$ cat src/rtl/game_pkg.sv
// Shared types and key codes for the 1A2B guessing game.
// Contents: 4-bit digit type (also used by the display side), keypad codes,
//           and the entry-stage state enum.
package game_pkg;

  typedef logic [3:0] digit_t;

  localparam digit_t KEY_BKSP  = 4'hA;
  localparam digit_t KEY_ENTER = 4'hB;
  localparam digit_t KEY_CLEAR = 4'hC;

  typedef enum logic [2:0] {
    EMPTY,
    PARTIAL,
    FULL,
    COMMIT,
    HOLD
  } entry_state_t;

  function automatic logic is_digit(input digit_t code);
    return (code <= 4'd9);
  endfunction

endpackage

$ cat src/rtl/guess_entry_key_edge.sv
// Keypad press detector: turns the level-style key valid into a one-cycle
// press indication and presents the code to be captured on that edge.
// Ports: clk, reset (sync, active-low), key_valid/key_code in; press/code out.
module key_edge
  import game_pkg::*;
(
  input  logic   clk,
  input  logic   reset,
  input  logic   key_valid,
  input  digit_t key_code,
  output logic   press,
  output digit_t code
);

  // Reset value of 1 means a key already held when reset lifts is not a press.
  logic prev;

  always_ff @(posedge clk) begin
    if (!reset) begin
      prev <= 1'b1;
    end else begin
      prev <= key_valid;
    end
  end

  // Combinational so the entry FSM acts on the same edge that sees the high
  // sample; the consumer registers everything it derives from these.
  assign press = key_valid & ~prev;
  assign code  = key_code;

endmodule

$ cat src/rtl/guess_entry.sv
// Keypad entry stage: buffers three distinct digits, commits them on ENTER
// with a one-cycle ready strobe, then ignores keys for a holdoff window.
// Ports: clk, reset (sync, active-low), iKeyCode/iKeyValid in; committed
//        guess oNum1..3/oNumRdy, echo oEntry1..3/oCount, oGuessCnt, oErr, oBusy.
module guess_entry
  import game_pkg::*;
#(
  parameter int HOLDOFF = 16,
  parameter int MAX_CNT = 99
) (
  input  logic       clk,
  input  logic       reset,
  input  logic [3:0] iKeyCode,
  input  logic       iKeyValid,
  output logic [3:0] oNum1,
  output logic [3:0] oNum2,
  output logic [3:0] oNum3,
  output logic       oNumRdy,
  output logic [3:0] oEntry1,
  output logic [3:0] oEntry2,
  output logic [3:0] oEntry3,
  output logic [1:0] oCount,
  output logic [6:0] oGuessCnt,
  output logic       oErr,
  output logic       oBusy
);

  localparam int HW = (HOLDOFF > 2) ? $clog2(HOLDOFF) : 1;
  localparam logic [HW-1:0] HOLD_LOAD = HW'(HOLDOFF - 1);
  localparam logic [6:0]    GC_MAX    = 7'(MAX_CNT);

  logic   press;
  digit_t code;

  key_edge u_key_edge (
    .clk       (clk),
    .reset     (reset),
    .key_valid (iKeyValid),
    .key_code  (iKeyCode),
    .press     (press),
    .code      (code)
  );

  entry_state_t state, state_nxt, eff_state;
  logic [HW-1:0] hold_cnt, hold_nxt;
  digit_t        e1_nxt, e2_nxt, e3_nxt;
  logic [1:0]    cnt_nxt;
  logic [6:0]    gc_nxt;
  logic          err_nxt, rdy_nxt, num_ld, busy_nxt;
  logic          dup;

  // Only occupied slots take part in the duplicate check; empty slots read 0,
  // which is itself a legal digit.
  assign dup = ((oCount >= 2'd1) && (oEntry1 == code)) ||
               ((oCount >= 2'd2) && (oEntry2 == code)) ||
               ((oCount == 2'd3) && (oEntry3 == code));

  always_ff @(posedge clk) begin
    if (!reset) begin
      state <= EMPTY;
    end else begin
      state <= state_nxt;
    end
  end

  always_comb begin
    state_nxt = state;
    hold_nxt  = hold_cnt;
    e1_nxt    = oEntry1;
    e2_nxt    = oEntry2;
    e3_nxt    = oEntry3;
    cnt_nxt   = oCount;
    gc_nxt    = oGuessCnt;
    err_nxt   = 1'b0;
    rdy_nxt   = 1'b0;
    num_ld    = 1'b0;

    // The last HOLD cycle behaves as EMPTY (buffer already cleared), so a
    // press landing on the edge that ends the holdoff is accepted.
    eff_state = state;
    if (state == HOLD && hold_cnt == '0) begin
      eff_state = EMPTY;
      state_nxt = EMPTY;
    end

    case (eff_state)
      EMPTY, PARTIAL, FULL: begin
        if (press) begin
          if (is_digit(code)) begin
            if (eff_state == FULL || dup) begin
              err_nxt = 1'b1;
            end else begin
              case (oCount)
                2'd0:    e1_nxt = code;
                2'd1:    e2_nxt = code;
                default: e3_nxt = code;
              endcase
              cnt_nxt   = oCount + 2'd1;
              state_nxt = (oCount == 2'd2) ? FULL : PARTIAL;
            end
          end else if (code == KEY_BKSP) begin
            if (eff_state == EMPTY) begin
              err_nxt = 1'b1;
            end else begin
              case (oCount)
                2'd1:    e1_nxt = '0;
                2'd2:    e2_nxt = '0;
                default: e3_nxt = '0;
              endcase
              cnt_nxt   = oCount - 2'd1;
              state_nxt = (oCount == 2'd1) ? EMPTY : PARTIAL;
            end
          end else if (code == KEY_CLEAR) begin
            e1_nxt    = '0;
            e2_nxt    = '0;
            e3_nxt    = '0;
            cnt_nxt   = 2'd0;
            state_nxt = EMPTY;
          end else if (code == KEY_ENTER) begin
            if (eff_state == FULL) begin
              // Commit bookkeeping lands on the ENTER edge so that the ready
              // cycle already shows the new count and a cleared buffer.
              num_ld    = 1'b1;
              rdy_nxt   = 1'b1;
              gc_nxt    = (oGuessCnt == GC_MAX) ? oGuessCnt : oGuessCnt + 7'd1;
              e1_nxt    = '0;
              e2_nxt    = '0;
              e3_nxt    = '0;
              cnt_nxt   = 2'd0;
              hold_nxt  = HOLD_LOAD;
              state_nxt = COMMIT;
            end else begin
              err_nxt = 1'b1;
            end
          end
          // 0xD..0xF fall through with no effect.
        end
      end
      COMMIT: begin
        state_nxt = HOLD;
      end
      HOLD: begin
        hold_nxt = hold_cnt - HW'(1);
      end
      default: begin
        state_nxt = EMPTY;
      end
    endcase

    busy_nxt = (state_nxt == COMMIT) || (state_nxt == HOLD);
  end

  always_ff @(posedge clk) begin
    if (!reset) begin
      hold_cnt  <= '0;
      oEntry1   <= '0;
      oEntry2   <= '0;
      oEntry3   <= '0;
      oCount    <= 2'd0;
      oGuessCnt <= 7'd0;
      oErr      <= 1'b0;
      oNumRdy   <= 1'b0;
      oBusy     <= 1'b0;
      oNum1     <= '0;
      oNum2     <= '0;
      oNum3     <= '0;
    end else begin
      hold_cnt  <= hold_nxt;
      oEntry1   <= e1_nxt;
      oEntry2   <= e2_nxt;
      oEntry3   <= e3_nxt;
      oCount    <= cnt_nxt;
      oGuessCnt <= gc_nxt;
      oErr      <= err_nxt;
      oNumRdy   <= rdy_nxt;
      oBusy     <= busy_nxt;
      if (num_ld) begin
        oNum1 <= oEntry1;
        oNum2 <= oEntry2;
        oNum3 <= oEntry3;
      end
    end
  end

endmodule

$ cat config.mk
export PLATFORM = sky130hd
export DESIGN_NAME = guess_entry
export DESIGN_NICKNAME = d
export VERILOG_FILES = /design/src/rtl/game_pkg.sv /design/src/rtl/guess_entry_key_edge.sv /design/src/rtl/guess_entry.sv
export SDC_FILE = /design/constraint.sdc
export NUM_CORES = 1
export LEC_CHECK = 0
export ABC_AREA = 1
export BUFFER_PORTS_ARGS = -buffer_cell sky130_fd_sc_hd__buf_4
export CAP_MARGIN = 15
export CORE_MARGIN = 3
export CORE_UTILIZATION = 55
export CTS_BUF_LIST = sky130_fd_sc_hd__clkbuf_16
export DETAILED_ROUTE_END_ITERATION = 8
export GPL_ROUTABILITY_DRIVEN = 0
export PLACE_DENSITY = 0.79
export SLEW_MARGIN = 5
export SYNTH_ARGS = -nofsm -noshare
export SYNTH_HDL_FRONTEND = slang
export SYNTH_SLANG_ARGS = --single-unit
$ cat constraint.sdc
create_clock -name clk -period 3.9 [get_ports clk]
set_input_delay 0.39 -clock clk [delete_from_list [all_inputs] [get_ports clk]]
set_output_delay 0.39 -clock clk [all_outputs]
set_load 0.005 [all_outputs]
==> metrics.md, run 1 <==
| Metric | Value |
|---|---|
| Comb pwr share | 10.5% |
| Dpl ws | 1.811 ns |
| Synth Area in Simple Gates | between 20 and 30% |
| Synth async-reset ratio | 0% |
| Area of the multi-input gates | between 1000 and 1500 µm² |
| Clk sinks | 44 |
| Core Footprint | between 4000 and 5000 µm² |
| Top FF cell, synth | dfxtp_1 |
| Longest Clk Path Bufs | 2 |
| DRC Markers | 0 |
| Tot Pwr | 0.9588 mW |
| Syn_nets | 365 |
| Arr. time, crit path | between 2 and 2.5 ns |
| Post-DR wirelength/cell | approximately 12 µm |
| Die ar. | just over 5000 µm² |
| Minimum clock period | 2.133 ns |
| Register area share after synthesis | between 30% and 40% |
| Largest family of logic cells by synthesized area | simple AND/OR/NAND/NOR gates |
| Maximum level of the CTS H-tree | 2 |
| Vias | 2305 |
| Pin count of the biggest net entering global routing | 30 |
| Setup CP Type | register to register |
| Max-cap violations | 0 |
| Seq pwr share | 48.2% |
| Status | finished clean |
| Sw frac | around 24% |
| Setup Viol. Count Final | 0 |
| Via density | ~5.2 |
| Register bit total from synthesis | 44 |
| Port bufs | 42 |
| Nature of the critical path startpoint | register |
| Slew margin rel. | between 50% and 60% |
| Cell-internal power | approximately 0.72 mW |
| Power share of the clock group | approximately two fifths |
| IO Pins | 43 |
| Design Area, Final | 2838 µm² |
| CTS tree | built |
| Syn Area/Cell | approximately 6.7 µm² |
| Post-CTS Resized | 0 |
| Setup bufs post-CTS | 0 |
| First-pass GRT wire length | 9.059 mm |
| Routed Antenna Nets | 0 |
| Mux contribution to synthesized area | 0% |
| HP Class | input pin to register |
| Die X | around 70 µm |
| Max incr delay on CP | about 0.41 ns |
| Post-synthesis adder-cell area fraction | about 3.7% |
| Post-Place Cell Area | ~2700 µm² |
| GRT Total Usage | approximately 22% |
| Layout cells sized above 1 | around 17% |
| Worst-skew pair later-pin latency | between 0.2 and 0.3 ns |
| Synth Area in XOR/XNOR | 1.111% |
| Max-slew violation count | 0 |
| Final TNS setup | 0 ns |
| Compound-Gate Fraction of Synth Area | between 10% and 20% |
| # nets final | just over 400 |
| Site row count | 23 |
| Hpwl dp | roughly 4.0 mm |
| Most Frequent Cell on Critical Path | nand2_1 |
| VDD IR-drop max | approximately 0.00017 V |
| Switching pwr | roughly 0.23 mW |
| Initial Util | around 58% |
| WL final | 5.480 mm |
| Final period util | 54.69% |
| CTS Buf Count | 5 |
| Fillers | 365 |
| Least-Margin Pin Slew | ~0.7 ns |
| DRT Pass-1 Iters | 6 |
| CTS Root Cell | clkbuf_16 |
| Worst Path Required | roughly 4.1 ns |
| PwrDens | around 340 nW/µm² |
| Clock Pin Slew Worst Setup and Hold Paths | ~0.060 ns |
| Area Overhead vs Synth | 19.94% |
| Synthesized area | between 2000 and 2500 µm² |
| Initial antenna violation count | 0 |
| Synth Instances | around 350 |
| Total grt overflow | 0 |
| FF+latch area | about 880 µm² |
| Final Worst Setup Slack | about 1.8 ns |
| Number of synthesized flops with an enable pin | 0 |
| Fmax achieved | between 400 and 500 MHz |
| Clock skew | roughly 0.0038 ns |
| Post-synth cell types | 34 |
| Hold Fails Final Rpt | 0 |
| Yosys warning count | 0 |
| Die height | between 70 and 80 µm |
| Diode count | 0 |
| Initial DRC count | about 160 |
| Vias in the first global route | between 2k and 2.5k |
| Post-CTS Hold Fix Bufs | 0 |
| CP max-delay cell | dfxtp_1 |
| RSZ-0062 raised after global routing | false |
| Worst path cell trace | inv_1 > ha_1 > inv_1 > nand2_1 > nand2_1 > nor2_1 > nand3_1 > nand2_1 > o21ai_4 > nand3_1 > o21ai_0 > a21oi_1 |
| CP max FO | 8 |
| CP endpoint kind | register |
| P_leak | 1.306 nW |
## power groups by stage
| stage | clock network [mW] | registers, mW | logic (mW) |
|---|---|---|---|
| 6_report | 0.396 | 0.462 | 0.101 |
| 2_1_floorplan | 0 | 0.471 | 0.0718 |
| 3_3_place_gp | 0 | 0.472 | 0.0976 |
| 5_1_grt | 0.422 | 0.463 | 0.114 |
| 3_5_place_dp | 0 | 0.472 | 0.0988 |
| 4_1_cts | 0.403 | 0.462 | 0.0997 |
## through the flow
stage	cells	utilization (%)	hold WS [ns]
global route	442	69.44	0.2940
CTS	442	69.44	0.2896
detailed placement	434	66.04	0.4351
global placement	434	66.04	0.4330
floorplan	351	-	0.4397
finish	442	69.44	0.2932
## cell usage after synthesis (all sizes together), types with 2 or more instances
cell    instances  area, µm²
dfxtp          44      880.8
inv            65      244.0
nand2          81      314.0
nor3            7      45.04
a21oi          38      190.2
xor2            2      17.52
nand3          12      65.06
nand4           4      31.28
ha              7      87.58
clkbuf          5      18.77
o21ai          36      195.2
buf             4      26.27
nor2           34      157.7
## placed cells by master (no fill, tap or decap), types with 2 or more instances in the layout
cell,Yosys,layout
nand2_2,4,4
nor3_1,5,5
nor3_2,2,2
buf_4,0,42
nand2_1,77,77
a21oi_1,38,38
clkbuf_16,0,5
nand4_1,3,3
inv_2,2,2
inv_1,63,63
nor2_4,4,4
ha_1,7,7
nor2_1,30,30
nand3_1,11,11
dfxtp_1,44,44
o21ai_0,34,34
xor2_1,2,2
clkinv_2,0,2
## cell type report
| cell class | instances | share of cell area [%] |
|---|---|---|
| sequential | 44 | 31.04 |
| clock buffer | 5 | 4.409 |
| timing repair buffer | 42 | 11.11 |
| inverter | 65 | 8.598 |
| tap | 50 | 2.205 |
| multi-input combinational | 233 | 42.15 |
| clock inverter | 3 | 0.4850 |
## critical path: cells and delay by family, from the launching register on
kind	cells	cell delay [ns]
flip-flops	1	0.41
buffers and inverters	2	0.21
AND/OR/NAND/NOR	6	0.63
adder cells (fa/ha/maj)	1	0.23
AO/OA/AOI/OAI	3	0.54
## cells by family (layout without fill, tap and decap cells)
family | count (synthesis) | after routing
AO/OA/AOI/OAI | 82 | 82
XOR/XNOR | 3 | 3
adder cells (fa/ha/maj) | 7 | 7
buffers and inverters | 74 | 115
flip-flops | 44 | 44
AND/OR/NAND/NOR | 141 | 141
## flip-flops by register name, summed over array words and instances (netlist names), 2 cells and up
name,cells
hold_cnt,4
state,3
oCount,2
oEntry2,4
oEntry1,4
oEntry3,4
oNum1,4
oNum2,4
oGuessCnt,7
oNum3,4
## final timing paths
kind	startpoint	endpoint	slack (ns)	cells after the start
hold / removal	iKeyValid	u_key_edge.prev	0.29	3
setup / recovery	oCount[0]	oEntry1[1]	1.77	12
setup reg to reg	oCount[0]	oEntry1[1]	1.77	12
hold reg to reg	oNum1[1]	oNum1[1]	0.44	2
## metal layers
layer	vias to the layer above	global-route usage [%]	wire, µm
met5	-	0	0
li1	1193	-	-
met3	9	2.945	316
met1	1034	29.69	2459
met4	0	8.142	91
met2	69	36.33	2612
No activity file was read; power rests on OpenSTA's default activity.
==> run 2, diff against run 1 <==
--- a/config.mk
+++ b/config.mk
@@ -5,15 +5,15 @@
 export SDC_FILE = /design/constraint.sdc
 export NUM_CORES = 1
 export LEC_CHECK = 0
-export ABC_AREA = 1
+export ABC_AREA = 0
 export BUFFER_PORTS_ARGS = -buffer_cell sky130_fd_sc_hd__buf_4
 export CAP_MARGIN = 15
 export CORE_MARGIN = 3
-export CORE_UTILIZATION = 55
+export CORE_UTILIZATION = 49
 export CTS_BUF_LIST = sky130_fd_sc_hd__clkbuf_16
 export DETAILED_ROUTE_END_ITERATION = 8
 export GPL_ROUTABILITY_DRIVEN = 0
-export PLACE_DENSITY = 0.79
+export PLACE_DENSITY = 0.75
 export SLEW_MARGIN = 5
 export SYNTH_ARGS = -nofsm -noshare
 export SYNTH_HDL_FRONTEND = slang
==> constraint.sdc (replaced) <==
create_clock -name clk -period 1.8 [get_ports clk]
set_input_delay 0.18 -clock clk [delete_from_list [all_inputs] [get_ports clk]]
set_output_delay 0.18 -clock clk [all_outputs]
set_load 0.005 [all_outputs]
==> metrics.md, run 2 <==
| Metric | Value |
|---|---|
| Synth Instances | 256 (-27%) |
| Die height | 73.36 µm (+2.5%) |
| Setup CP Type | register to register |
| FF-to-FF Start | hold_cnt[1] |
| Worst-skew pair later-pin latency | 0.29 ns (about the same) |
| Most common cell in the netlist | nand2_1 |
| Fillers | 176 (-52%) |
| Clock Pin Slew Worst Setup and Hold Paths | 0.06 ns (about the same) |
| Hold EP | u_key_edge.prev |
| # nets final | 377 (-6.9%) |
| Top cell type's share of synthesized area | 39.62% (+2.4 points) |
| Setup Viol. Count Final | 36 (+36) |
| Vias in the first global route | 2404 (+19%) |
| DRC Markers | 0 (unchanged) |
| PwrDens | 575.8 nW/µm² (+70%) |
| P_leak | 1.646 nW (+26%) |
| Initial Util | 53.28% (-4.6 points) |
| Port bufs | 42 (unchanged) |
| Max FFs per register | 7 (unchanged) |
| Site row count | 23 (unchanged) |
| Clk sinks | 44 (unchanged) |
| Minimum clock period | 2.061 ns (-0.07147 ns) |
| Post-synth cell types | 46 (+35%) |
| Yosys warning count | 0 (unchanged) |
| DRT Pass-1 Iters | 5 (-1) |
| Register area share after synthesis | 39.62% (+2.4 points) |
| Worst r2r dst | oEntry3[0] |
| Register bit total from synthesis | 44 (unchanged) |
| First-pass GRT wire length | 12.19 mm (+35%) |
| Pin count of the biggest net entering global routing | 29 (-3.3%) |
| Reg2Reg Setup Slack | -0.26 ns (-2.03 ns) |
| Initial antenna violation count | 0 (unchanged) |
| Commonest non-fill, non-tap cells in the layout | buf_4, dfxtp_1, nand2_1 |
| Min-delay src | iKeyValid |
| Area Overhead vs Synth | 66.12% |
| Hpwl dp | 4.163 mm (+3.4%) |
| Vias | 2483 (+7.7%) |
| CTS tree | built |
| IO Pins | 43 (unchanged) |
| Die X | 73.36 µm (+2.5%) |
| DP Cell Count | 380 (-12%) |
| Arr. time, crit path | 2.27 ns (-0.02 ns) |
| Non-Filler Instances | 414 (-6.3%) |
| CTS Buf Count | 5 (unchanged) |
| Initial DRC count | 314 (+100%) |
| Synth async-reset ratio | 0% (unchanged) |
| Worst Path Required | 2.00 ns (-2.06 ns) |
| Max-slew violation count | 0 (unchanged) |
| Syn Area/Cell | 8.685 µm² (+29%) |
| CP max FO | 6 (-2) |
| Comb pwr share | 11.7% (+1.2 points) |
| Fmax achieved | 485.1 MHz (+3.5%) |
| Most common cell after layout, fill and taps aside | buf_4 |
| Nature of the critical path startpoint | register |
| WL final | 8.352 mm (+52%) |
| Seq pwr share | 46.4% (-1.8 points) |
| Final Util | 88.52% (+19 points) |
| Routed Antenna Nets | 0 (unchanged) |
| Clock skew | 0.005061 ns (+0.001237 ns) |
| CTS Root Cell | clkbuf_16 |
| Post-DR wirelength/cell | 20.17 µm (+63%) |
| Slew margin rel. | 71.87% (+18 points) |
| Cell depth of the worst flop-to-flop path | 9 (-3) |
| Dpl ws | -0.2199 ns (-2.030 ns) |
| Longest Clk Path Bufs | 2 (unchanged) |
| Die ar. | 5382 µm² (+5.0%) |
| Failing checks | negative setup slack |
| Diode count | 0 (unchanged) |
| Cell-internal power | 1.592 mW (+120%) |
| Post-synth top cells | nand2_1, dfxtp_1, nor2_1, a21oi_1, mux2i_1 |
| Switching pwr | 0.5351 mW (+130%) |
| Top FF cell, synth | dfxtp_1 |
| Least-Margin Pin Slew | 0.4187 ns (-0.2664 ns) |
| VDD IR-drop max | 0.0004527 V (+170%) |
| HP Class | input pin to register |
| RSZ-0062 raised after global routing | true |
| Total grt overflow | 0 (unchanged) |
| Largest cells by area after synthesis | dfxtp_1, nand2_1, mux2i_1, xor2_1, a21oi_1 |
| Power share of the clock group | 41.9% (+0.6 points) |
| CP endpoint kind | register |
| Final period util | 114.5% (+60 points) |
| Hold Fails Final Rpt | 0 (unchanged) |
| Syn_nets | 270 (-26%) |
| Layout cells sized above 1 | 54.12% (+38 points) |
| Sw frac | 25.16% (+0.67 points) |
| Core Footprint | 4173 µm² (+2.1%) |
| Reg with most FFs | oGuessCnt |
| Number of synthesized flops with an enable pin | 0 (unchanged) |
| Via density | 5.998 (+15%) |
| Max-cap violations | 0 (unchanged) |
| Leading area contributor after synthesis | dfxtp_1 |
| GRT Total Usage | 29.73% (+7.6 points) |
| Hold WS | 0.1080 ns (-0.1852 ns) |
| Maximum level of the CTS H-tree | 2 (unchanged) |
| Status | finished with violations |
| Final Worst Setup Slack | -0.2614 ns (-2.029 ns) |
| Synthesized area | 2223 µm² (-6.0%) |
| Hold Path Depth | 2 (-1) |
[run 2: cell types whose count changed in the layout (fill, tap and decap cells not counted), moves of 10 or more]
cell / before / now
buf_4: 42 / 103
xor2_1: 2 / 12
nand2_1: 77 / 30
a21oi_1: 38 / 5
inv_1: 63 / 2
nor2_1: 30 / 17
o21ai_0: 34 / 2
mux2i_1: 0 / 14
a21oi_2: 0 / 12
[run 2: worst max-delay path, stage by stage, from the launching register on]
cell	delay [ns]
dfxtp_2	0.32
inv_2	0.08
ha_4	0.16
or3b_4	0.41
a21boi_4	0.22
nand2_2	0.10
o2111ai_4	0.15
buf_6	0.14
nand3b_4	0.15
mux2i_1	0.23
[run 2: layer usage]
metal  vias to the layer above  wire (µm)  track usage, %
li1                       1110          -               -
met2                       134       4068           47.47
met4                         0        292           14.69
met3                        38        550           7.114
met5                         -          0               0
met1                      1201       3441           37.43
[run 2: logic make-up after synthesis]
logic type               after synthesis  synth area share [%]
flip-flops                            44                 39.62
XOR/XNOR                              18                 7.091
adder cells (fa/ha/maj)                8                 4.389
multiplexers                          14                 6.303
AND/OR/NAND/NOR                      110                 25.66
buffers and inverters                 18                 3.714
AO/OA/AOI/OAI                         44                 13.23
[run 2: layout make-up]
cell class                 count  area, µm²  share of cell area, %
multi-input combinational    194       1679                  45.46
timing repair buffer         113      903.4                  24.46
sequential                    44      889.6                  24.09
clock buffer                   5      125.1                  3.388
tap                           50      62.56                  1.694
inverter                       5      18.77                 0.5081
clock inverter                 3      15.01                 0.4065
[run 2: how the worst max path moves through the flow]
| stage | from | to | slack, ns |
|---|---|---|---|
| 3_3_place_gp | oCount[0] | oEntry2[0] | -0.20 |
| 5_1_grt | oCount[0] | oEntry2[3] | -0.33 |
| 3_5_place_dp | oCount[0] | oEntry1[1] | -0.22 |
| 2_1_floorplan | oCount[0] | oEntry1[3] | -0.001 |
| 4_1_cts | oCount[0] | oCount[0] | -0.12 |
| 6_report | hold_cnt[1] | oEntry3[0] | -0.26 |
[run 2: timing repair]
action / CTS / global route
pin swaps: 18 / 47
hold buffers: 0 / 0
setup buffers: 22 / 7
resized for setup: 39 / 64
cloned: 0 / 1
endpoints found under the setup margin: 24 / 41
[run 2: metrics by stage]
stage | area [µm²] | TNS (ns) | power, mW
2_1_floorplan | 2252 | -0.008158 | 1.120
3_3_place_gp | 2904 | -2.393 | 1.191
3_5_place_dp | 2904 | -3.148 | 1.193
4_1_cts | 3381 | -1.321 | 2.081
5_1_grt | 3694 | -6.871 | 2.196
6_report | 3694 | -3.973 | 2.127
[run 2: power groups by stage]
stage / Combinational (mW) / Clock [mW] / Sequential, mW
after floorplan: 0.107 / 0 / 1.01
after global placement: 0.181 / 0 / 1.01
after detailed placement: 0.183 / 0 / 1.01
after CTS: 0.215 / 0.878 / 0.987
after global routing: 0.260 / 0.948 / 0.988
final: 0.248 / 0.891 / 0.988
==> run 3, diff against run 2 <==
--- a/config.mk
+++ b/config.mk
@@ -9,11 +9,10 @@
 export BUFFER_PORTS_ARGS = -buffer_cell sky130_fd_sc_hd__buf_4
 export CAP_MARGIN = 15
 export CORE_MARGIN = 3
-export CORE_UTILIZATION = 49
+export CORE_UTILIZATION = 40
 export CTS_BUF_LIST = sky130_fd_sc_hd__clkbuf_16
 export DETAILED_ROUTE_END_ITERATION = 8
 export GPL_ROUTABILITY_DRIVEN = 0
-export PLACE_DENSITY = 0.75
 export SLEW_MARGIN = 5
 export SYNTH_ARGS = -nofsm -noshare
 export SYNTH_HDL_FRONTEND = slang
==> metrics.md, run 3 (same netlist as run 2, synthesis figures left out) <==
| Metric | Value |
|---|---|
| Status | finished with violations |
| Failing checks | negative setup slack |
| Slew margin rel. | 76.12% (+4.2 points) |
| # nets final | 361 (-4.2%) |
| Post-CTS Hold Fix Bufs | 0 (unchanged) |
| First-pass GRT wire length | 9.625 mm (-21%) |
| Setup Viol. Count Final | 18 (-50%) |
| Diode count | 0 (unchanged) |
| PwrDens | 654.3 nW/µm² (+14%) |
| Vias in the first global route | 1946 (-19%) |
| WL final | 6.346 mm (-24%) |
| DRC Markers | 0 (unchanged) |
| Vias | 2124 (-14%) |
| Initial antenna violation count | 0 (unchanged) |
| Die ar. | 6489 µm² (+21%) |
| VDD IR-drop max | 0.0007179 V (+59%) |
| Design Area, Final | 3420 µm² (-7.4%) |
| CP endpoint kind | register |
| Area Overhead vs Synth | 53.80% |
| CTS Buf Count | 5 (unchanged) |
| Final Worst Setup Slack | -0.1247 ns (+0.1367 ns) |
| Crit path from | hold_cnt[1] |
| GRT Total Usage | 19.18% (-11 points) |
| Initial DRC count | 103 (-67%) |
| P_leak | 1.445 nW (-12%) |
| Non-Filler Instances | 418 (+0.97%) |
| Nature of the critical path startpoint | register |
| Hold Fails Final Rpt | 0 (unchanged) |
| RSZ-0062 raised after global routing | true |
| Worst path cell trace | inv_2 > ha_4 > or3b_4 > a21boi_4 > nand2_2 > o2111ai_4 > nand3b_4 > mux2i_1 |
| Max-slew violation count | 0 (unchanged) |
| Pin count of the biggest net entering global routing | 29 (unchanged) |
| HP Class | input pin to register |
| Total grt overflow | 0 (unchanged) |
| Reg2Reg Setup Slack | -0.12 ns (+0.14 ns) |
| Clock Pin Slew Worst Setup and Hold Paths | 0.06 ns (about the same) |
| Most common cell after layout, fill and taps aside | buf_4 |
| Max-cap violations | 0 (unchanged) |
| Core Footprint | 5238 µm² (+26%) |
| Arr. time, crit path | 2.15 ns (-0.12 ns) |
| Port bufs | 42 (unchanged) |
| Reg with most FFs | oGuessCnt |
| Worst r2r dst | oEntry3[1] |
| Routed Antenna Nets | 0 (unchanged) |
| CTS Root Cell | clkbuf_16 |
| Longest Clk Path Bufs | 2 (unchanged) |
| Via density | 5.081 (-15%) |
| WP buf/inv | 1 (-1) |
| Clk sinks | 44 (unchanged) |
| Setup CP Type | register to register |
| DP Cell Count | 401 (+5.5%) |
| Fillers | 440 (+150%) |
| Least-Margin Pin Slew | 0.3533 ns (-0.06542 ns) |
| Die X | 80.56 µm (+9.8%) |
| CTS tree | built |
| Tot Pwr | 2.237 mW (+5.2%) |
| FF-to-FF Start | hold_cnt[1] |
| Cell depth of the worst setup path | 8 (-1) |
| Worst Path Required | 2.02 ns (+0.02 ns) |
| DRT Pass-1 Iters | 4 (-1) |
| Dpl ws | -0.2548 ns (-0.03491 ns) |
| Maximum level of the CTS H-tree | 2 (unchanged) |
| Max FFs per register | 7 (unchanged) |
| Layout cells sized above 1 | 43.39% (-11 points) |
| CP delay by family, top | simple AND/OR/NAND/NOR gates |
| CP max FO | 6 (unchanged) |
| IO Pins | 43 (unchanged) |
| Hpwl dp | 4.095 mm (-1.6%) |
| Site row count | 26 (+13%) |
| Clock skew | 0.005394 ns (+0.0003324 ns) |
| Die height | 80.56 µm (+9.8%) |
| Commonest non-fill, non-tap cells in the layout | buf_4, nand2_1, dfxtp_1 |
| CP max-delay cell | or3b_4 |
| Initial Util | 42.45% (-11 points) |
| Worst-skew pair later-pin latency | 0.29 ns (about the same) |
| Minimum clock period | 1.925 ns (-0.1367 ns) |
| Fmax achieved | 519.6 MHz (+7.1%) |
| Cell depth of the worst flop-to-flop path | 8 (-1) |
| Critical Path End | oEntry3[1] |
| Max incr delay on CP | 0.41 ns (about the same) |
| Final period util | 106.9% (-7.6 points) |
| Post-DR wirelength/cell | 15.18 µm (-25%) |
| Post-Place Cell Area | 2937 µm² (+1.1%) |
## run 3: cell types whose count changed in the layout (fill, tap and decap cells not counted), sizes merged
cell and change:
buf -16, bufinv +1, clkinvlp -1
## run 3: area by class of cell
cell class	instances	area, µm²	share of cell area [%]
multi-input combinational	194	1496	43.76
sequential	44	892.1	26.09
inverter	5	18.77	0.5488
clock inverter	3	38.79	1.134
timing repair buffer	97	760.7	22.25
clock buffer	5	125.1	3.659
tap	70	87.58	2.561
## run 3: repair_timing
| action | in CTS | in global routing |
|---|---|---|
| resized for setup | 25 | 28 |
| buffers inserted | 4 | 4 |
| endpoints found under the setup margin | 31 | 41 |
| cloned | 0 | 1 |
| pin swaps | 11 | 16 |
## run 3: how the worst min path moves through the flow
| stage | from | end | cells after the start |
|---|---|---|---|
| 3_5_place_dp | iKeyValid | u_key_edge.prev | 2 |
| 2_1_floorplan | iKeyValid | u_key_edge.prev | 1 |
| 4_1_cts | iKeyValid | u_key_edge.prev | 2 |
| 5_1_grt | iKeyValid | u_key_edge.prev | 2 |
| 3_3_place_gp | iKeyValid | u_key_edge.prev | 2 |
| 6_report | iKeyValid | u_key_edge.prev | 2 |
## run 3: stage by stage
stage | util [%] | setup TNS, ns | hold slack, ns
final | 65.29 | -1.105 | 0.09432
after global routing | 65.29 | -2.843 | 0.1146
after CTS | 62.16 | -0.8890 | 0.09594
after detailed placement | 56.07 | -3.687 | 0.3910
after global placement | 56.07 | -3.576 | 0.3903
after floorplan | - | -0.008158 | 0.2815
## run 3: report_power, final
part | internal (mW) | total, mW | switching (mW) | leakage, nW
sequential | 0.982 | 0.991 | 0.00828 | 0.359
clock | 0.648 | 1.04 | 0.392 | 0.0850
combinational | 0.0917 | 0.207 | 0.116 | 1.00
total | 1.72 | 2.24 | 0.516 | 1.44
## run 3: worst register-to-register path, cell delays in order (launching register included)
cell	delay, ns
dfxtp_2	0.33
inv_2	0.07
ha_4	0.14
or3b_4	0.41
a21boi_4	0.22
nand2_2	0.11
o2111ai_4	0.16
nand3b_4	0.26
mux2i_1	0.19
## run 3: per-layer routing
metal / share of wire (%) / global-route usage [%]
met1: 48 / 25.79
met2: 48 / 30.55
met3: 2.6 / 3.924
met4: 1.8 / 6.250
met5: 0 / 0
